[src/rtl/uart_pkg.sv]
// Shared types and helpers for the UART transmit path.
// Optional two-stop-bit framing is selected in uart_tx_core via UART_TX_TWO_STOP_EN.
package uart_pkg;

    localparam int DATA_W = 8;
    localparam int BIT_W  = $clog2(DATA_W);

    // 2'b11 is treated exactly like PAR_NONE; it is named so casts stay in range.
    typedef enum logic [1:0] {
        PAR_NONE = 2'b00,
        PAR_ODD  = 2'b01,
        PAR_EVEN = 2'b10,
        PAR_RSVD = 2'b11
    } parity_e;

    typedef enum logic [2:0] {
        ST_IDLE   = 3'd0,
        ST_START  = 3'd1,
        ST_DATA   = 3'd2,
        ST_PARITY = 3'd3,
        ST_STOP   = 3'd4,
        ST_DONE   = 3'd5
    } tx_state_e;

    function automatic int max4(input int a, input int b, input int c, input int d);
        int m;
        m = a;
        if (b > m) m = b;
        if (c > m) m = c;
        if (d > m) m = d;
        return m;
    endfunction

    function automatic logic parity_enabled(input parity_e p);
        return (p == PAR_ODD) || (p == PAR_EVEN);
    endfunction

    // Even selection sends the plain XOR of the data bits, odd sends its inverse.
    function automatic logic parity_bit(input logic [DATA_W-1:0] d, input parity_e p);
        return (p == PAR_ODD) ? ~(^d) : (^d);
    endfunction

endpackage

[src/rtl/uart_baud_gen.sv]
// Bit-period timer: counts 0..DIV-1 for the selected divisor and pulses
// bit_tick on the last cycle of each bit. Held at zero while restart is high.
module uart_baud_gen
    import uart_pkg::*;
#(
    parameter int DIV0 = 5208,
    parameter int DIV1 = 2604,
    parameter int DIV2 = 868,
    parameter int DIV3 = 434
) (
    input  logic       PCLK,
    input  logic       PRESETn,
    input  logic [1:0] baud_sel,
    input  logic       restart,
    output logic       bit_tick
);

    localparam int MAX_DIV = max4(DIV0, DIV1, DIV2, DIV3);
    localparam int CNT_W   = (MAX_DIV > 1) ? $clog2(MAX_DIV) : 1;

    logic [CNT_W-1:0] baud_cnt;
    logic [CNT_W-1:0] div_m1;

    always_comb begin
        div_m1 = '0;
        unique case (baud_sel)
            2'b00: div_m1 = CNT_W'(DIV0 - 1);
            2'b01: div_m1 = CNT_W'(DIV1 - 1);
            2'b10: div_m1 = CNT_W'(DIV2 - 1);
            2'b11: div_m1 = CNT_W'(DIV3 - 1);
        endcase
    end

    assign bit_tick = !restart && (baud_cnt == div_m1);

    always_ff @(posedge PCLK or negedge PRESETn) begin
        if (!PRESETn) begin
            baud_cnt <= '0;
        end else if (restart || (baud_cnt == div_m1)) begin
            baud_cnt <= '0;
        end else begin
            baud_cnt <= baud_cnt + 1'b1;
        end
    end

endmodule

[src/rtl/uart_tx_core.sv]
// UART transmitter: start, 8 data bits LSB first, optional parity, stop.
// Define UART_TX_TWO_STOP_EN to send two stop bits instead of one.
//
// state  | meaning
// IDLE   | line high, waiting for send with tx_enable
// START  | start bit (low) for one bit period
// DATA   | shadow data bit bit_idx, LSB first
// PARITY | parity bit, only when shadow parity is odd or even
// STOP   | stop bit(s), line high
// DONE   | tx_done_flag high until the bridge drops send
module uart_tx_core
    import uart_pkg::*;
#(
    parameter int DIV0 = 5208,
    parameter int DIV1 = 2604,
    parameter int DIV2 = 868,
    parameter int DIV3 = 434
) (
    input  logic       PCLK,
    input  logic       PRESETn,
    input  logic       tx_enable,
    input  logic       send,
    input  logic [7:0] DATA_TX,
    input  logic [1:0] parity_type,
    input  logic [1:0] baud_rate,
    output logic       tx,
    output logic       tx_active_flag,
    output logic       tx_done_flag
);

    tx_state_e          state;
    tx_state_e          state_nxt;
    logic               load;
    logic               bit_tick;
    logic               last_stop;
    logic [BIT_W-1:0]   bit_idx;
    logic [DATA_W-1:0]  sh_data;
    parity_e            sh_par;
    logic [1:0]         sh_baud;

    uart_baud_gen #(
        .DIV0 (DIV0),
        .DIV1 (DIV1),
        .DIV2 (DIV2),
        .DIV3 (DIV3)
    ) u_baud_gen (
        .PCLK     (PCLK),
        .PRESETn  (PRESETn),
        .baud_sel (sh_baud),
        .restart  (!tx_active_flag),
        .bit_tick (bit_tick)
    );

`ifdef UART_TX_TWO_STOP_EN
    logic stop_second;

    assign last_stop = stop_second;

    always_ff @(posedge PCLK or negedge PRESETn) begin
        if (!PRESETn) begin
            stop_second <= 1'b0;
        end else if (load) begin
            stop_second <= 1'b0;
        end else if ((state == ST_STOP) && bit_tick) begin
            stop_second <= ~stop_second;
        end
    end
`else
    assign last_stop = 1'b1;
`endif

    always_ff @(posedge PCLK or negedge PRESETn) begin
        if (!PRESETn) begin
            state   <= ST_IDLE;
            bit_idx <= '0;
            sh_data <= '0;
            sh_par  <= PAR_NONE;
            sh_baud <= 2'b00;
        end else begin
            state <= state_nxt;
            if (load) begin
                sh_data <= DATA_TX;
                sh_par  <= parity_e'(parity_type);
                sh_baud <= baud_rate;
                bit_idx <= '0;
            end else if ((state == ST_DATA) && bit_tick) begin
                bit_idx <= bit_idx + 1'b1;
            end
        end
    end

    always_comb begin
        state_nxt      = state;
        load           = 1'b0;
        tx             = 1'b1;
        tx_active_flag = 1'b0;
        tx_done_flag   = 1'b0;
        case (state)
            ST_IDLE: begin
                if (send && tx_enable) begin
                    load      = 1'b1;
                    state_nxt = ST_START;
                end
            end
            ST_START: begin
                tx             = 1'b0;
                tx_active_flag = 1'b1;
                if (bit_tick) state_nxt = ST_DATA;
            end
            ST_DATA: begin
                tx             = sh_data[bit_idx];
                tx_active_flag = 1'b1;
                if (bit_tick && (bit_idx == BIT_W'(DATA_W - 1))) begin
                    state_nxt = parity_enabled(sh_par) ? ST_PARITY : ST_STOP;
                end
            end
            ST_PARITY: begin
                tx             = parity_bit(sh_data, sh_par);
                tx_active_flag = 1'b1;
                if (bit_tick) state_nxt = ST_STOP;
            end
            ST_STOP: begin
                tx_active_flag = 1'b1;
                if (bit_tick && last_stop) state_nxt = ST_DONE;
            end
            ST_DONE: begin
                tx_done_flag = 1'b1;
                // Waiting for send low keeps a held request from starting another frame.
                if (!send) state_nxt = ST_IDLE;
            end
            default: begin
                state_nxt = ST_IDLE;
            end
        endcase
    end

endmodule

[config.mk]
export PLATFORM = sky130hd
export DESIGN_NAME = uart_tx_core
export DESIGN_NICKNAME = d
export VERILOG_FILES = /design/src/rtl/uart_pkg.sv /design/src/rtl/uart_baud_gen.sv /design/src/rtl/uart_tx_core.sv
export SDC_FILE = /design/constraint.sdc
export NUM_CORES = 1
export LEC_CHECK = 0
export ABC_AREA = 1
export ABC_CLOCK_PERIOD_IN_PS = 2100
export CAP_MARGIN = 20
export CORE_MARGIN = 3
export CORE_UTILIZATION = 55
export DETAILED_ROUTE_END_ITERATION = 6
export GPL_ROUTABILITY_DRIVEN = 0
export GPL_TIMING_DRIVEN = 0
export HOLD_SLACK_MARGIN = 0.1
export PLACE_DENSITY = 0.77
export SKIP_CTS_REPAIR_TIMING = 1
export SLEW_MARGIN = 20
export SYNTH_ARGS = -nofsm -noshare
export SYNTH_HDL_FRONTEND = slang
export SYNTH_SLANG_ARGS = --single-unit
[constraint.sdc]
create_clock -name PCLK -period 2.1 [get_ports PCLK]
set_input_delay 0.42 -clock PCLK [delete_from_list [all_inputs] [get_ports PCLK]]
set_output_delay 0.42 -clock PCLK [all_outputs]
set_load 0.05 [all_outputs]
==> run_results.csv <==
group,metric,value,unit
setup_path,worst_setup_path_start_kind,"flip-flop",
timing,tightestPinTransition,0.690,ns
placed_design,dp_hpwl,2840,µm
setup_path,worstSetupPathType,"reg -> out",
yosys,synth_seq_area_share,39.0,%
timing,clock_skew,0.0161,ns
yosys,synthMuxAreaShare,5.10,%
clock_network,numCtsBuffers,5,
final_layout,drive_gt1_share,21.0,%
pwr,worst_ir_drop_vdd,0.741,mV
yosys,synth_compound_area_share,6.54,%
clock_network,cts_tree,"done",
setup_path,path_delay_family,"flip-flops",
yosys,ys_warn_count,0,
yosys,syn_nets,271,
clock_network,clockBufferDepth,2,
final_layout,antenna_cells,0,
yosys,ys_types,32,
floorplan,core_area,0.00342,mm²
yosys,synthCells,246,
clock_network,cts_htree_levels,2,
floorplan,rows,21,
final_layout,nets,300,
floorplan,io_pins,19,
yosys,synthXorXnorAreaFrac,3.96,%
detailed_routing,wl,3870,µm
yosys,syn_area_per_cell,8.08,µm²
setup_path,critPathMaxStageDelay,0.39,ns
placed_design,io_buffers,18,
clock_network,insertion_delay,0.35,ns
global_routing,antenna_found_initial,0,
floorplan,die_y,66.1,µm
clock_network,clkSinkCount,31,
job,drv_cap,0,
yosys,yosys.area_share.adder,5.66,%
run_status,violations,"negative setup slack",
detailed_routing,firstDrtPassIters,4,
yosys,yosysTopAreaCell,"dfrtp_1",
clock_network,clkTransAtPathRegs,0.12,ns
yosys,syn_area,0.00199,mm²
yosys,yosys_register_bits,31,
timing,hold_viol,0,
global_routing,gr-usage-all-layers,21.1,%
detailed_routing,ant_nets,0,
detailed_routing,drc,0,
detailed_routing,drt_iter0_markers,64,
timing,slew_headroom,54.0,%
detailed_routing,vias,1643,
setup_path,endpoint_kind,"output port",
yosys,synth-simple-area-share,32.3,%
placed_design,place_ws,-0.355,ns
setup_path,critPathRequiredTime,1.68,ns
timing,rsz0062_at_grt,"true",
detailed_routing,post_drt_wl_per_cell,12.0,µm
run_status,status,"finished, violations left",
yosys,synth.area.top_cells,"dfrtp_1 (39%), nand2_1 (12%), ha_1 (5.7%), inv_1 (5.7%), mux2_2 (4.5%)",
pwr,p_leak,1.12,nW
setup_path,cp_slowest_cell,"dfrtp_1",
floorplan,dieArea,0.00437,mm²
final_layout,syn_to_final_growth,18.3,%
setup_path,path_max_fanout,2,
timing,min_period,2.21,ns
worst_hold_path,hold_class,"in -> async",
floorplan,die_x,66.1,µm
timing,clock.fmax,452,MHz
timing,maxSlewViolCount,0,
clock_network,clockRootBuffer,"clkbuf_4",
setup_path,timing.critical_path.cells,"ha_1 -> xnor2_1 -> xnor2_1 -> inv_1 -> nand2_1 -> nand3_1 -> nand2_1 -> buf_4",
global_routing,grt_overflow,0,
global_routing,grt_max_degree,32,
pwr,power_density,1390,mW/mm²
setup_path,cp.arrival,1.79,ns
timing,setup_viol,1,
floorplan,start_util,58.2,%
detailed_routing,viasPerCell,5.10,
setup_path,path_buf_inv,2,
global_routing,grt_pass1_wl,7050,µm
global_routing,first_global_vias,1649,
yosys,netlist.area_leader.share,39.0,%
timing,finalCritPeriodShare,105,%
timing,layout_setup_ws,-0.114,ns
yosys,synth_top_family_by_area,"simple AND/OR/NAND/NOR gates",
final_layout,fin_util,68.8,%
-- path summary, 6_finish.rpt --
kind                            cells after the start                      to              startpoint  slack, ns
max in group asynchronous                           1              bit_idx[0]                 PRESETn       1.52
min in group PCLK                                   1  u_baud_gen.baud_cnt[0]  u_baud_gen.baud_cnt[0]       0.52
worst max-delay path                                8                      tx               sh_par[0]      -0.11
worst min register to register                      1  u_baud_gen.baud_cnt[0]  u_baud_gen.baud_cnt[0]       0.52
worst min-delay path                                1                state[2]                 PRESETn       0.10
worst max register to register                     13                state[0]              sh_baud[1]       0.23
-- stage by stage --
stage	power (W)	hold slack [ns]	std cells	area, µm²	TNS (ns)
detailed placement	0.00271	0.501	310	2230	-0.544
finish	0.00327	0.101	322	2350	-0.114
floorplan	0.00230	0.124	246	1990	0
global route	0.00358	0.149	322	2350	-0.249
CTS	0.00324	0.125	318	2310	-1.59
global placement	0.00265	0.497	310	2230	-0.473
-- power by group --
part | internal [W] | switching (W) | leakage, nW
Clock | 0.000281 | 0.000227 | 0.0482
Sequential | 0.000786 | 0.000190 | 0.392
Combinational | 0.000732 | 0.00106 | 0.679
Total | 0.00180 | 0.00148 | 1.12
-- Yosys cell counts, drive strengths merged --
master / n
o21ai: 12
nor3b: 4
xor2: 3
nand2: 65
or2: 1
buf: 2
o211ai: 3
ha: 9
nand3: 16
nand4: 4
mux2: 9
o22ai: 1
and2: 1
inv: 35
xnor2: 6
nor3: 6
a21oi: 6
dfrtp: 31
nor2: 32
-- worst reg2reg max path, stage by stage (launching register included) --
cell and delay [ns]:
dfrtp_1 0.40, inv_1 0.11, ha_2 0.36, inv_1 0.05
nand2_1 0.05, nand2_1 0.04, nor2_1 0.08, nand2_1 0.08
nor2_4 0.16, nand2_4 0.08, a21oi_4 0.18, nand3_2 0.09
nand2_1 0.06, nand2_1 0.04
-- sequential cells by signal, summed over array words and instances, names as in the netlist --
register / count
bit_idx: 3
sh_baud: 2
sh_data: 8
sh_par: 2
state: 3
u_baud_gen.baud_cnt: 13
-- kinds of logic after synthesis --
family	count (synthesis)
xor+xnor	9
buf+inv	37
simple gates	129
fa+ha+maj	9
mux	9
flops	31
compound gates	22
-- layout make-up --
| class | instances | area (µm²) |
|---|---|---|
| multi-input cells | 178 | 1080 |
| fillers | 312 | 1060 |
| flip-flops and latches | 31 | 779 |
| repair buffers | 22 | 203 |
| inverters | 35 | 131 |
| well taps | 46 | 57.6 |
| clock buffers | 6 | 51.3 |
| clock inverters | 2 | 35.0 |
| plain buffers | 2 | 16.3 |
-- layer usage --
layer / vias to the layer above / share of wire (%) / wire (µm) / track usage (%)
met3: 5 / 3.5 / 136 / 5.78
met1: 768 / 49 / 1880 / 27.9
met5: - / 0 / 0 / 0
met4: 0 / 1.4 / 55 / 7.11
li1: 842 / - / - / -
met2: 28 / 46 / 1800 / 33.2
-- cells in the final DEF, fill, tap and decap left out, types with 2 or more instances in the layout --
cell type         n
nor2_2            6
dfrtp_1          28
nand2_1          62
clkdlybuf4s50_1  14
nor3b_1           2
buf_4             6
dfrtp_2           3
clkbuf_4          5
nand3_2           2
xor2_1            3
nor3b_2           2
nor3_1            2
mux2_2            8
buf_2             2
nor2_1           23
nand3_1          14
nand4_1           3
xnor2_1           6
o21ai_0          11
inv_1            29
nor3_2            4
nand2_4           2
o211ai_1          3
nor2_4            3
ha_1              8
inv_2             6
a21oi_1           5
No activity file was read; power rests on OpenSTA's default activity.
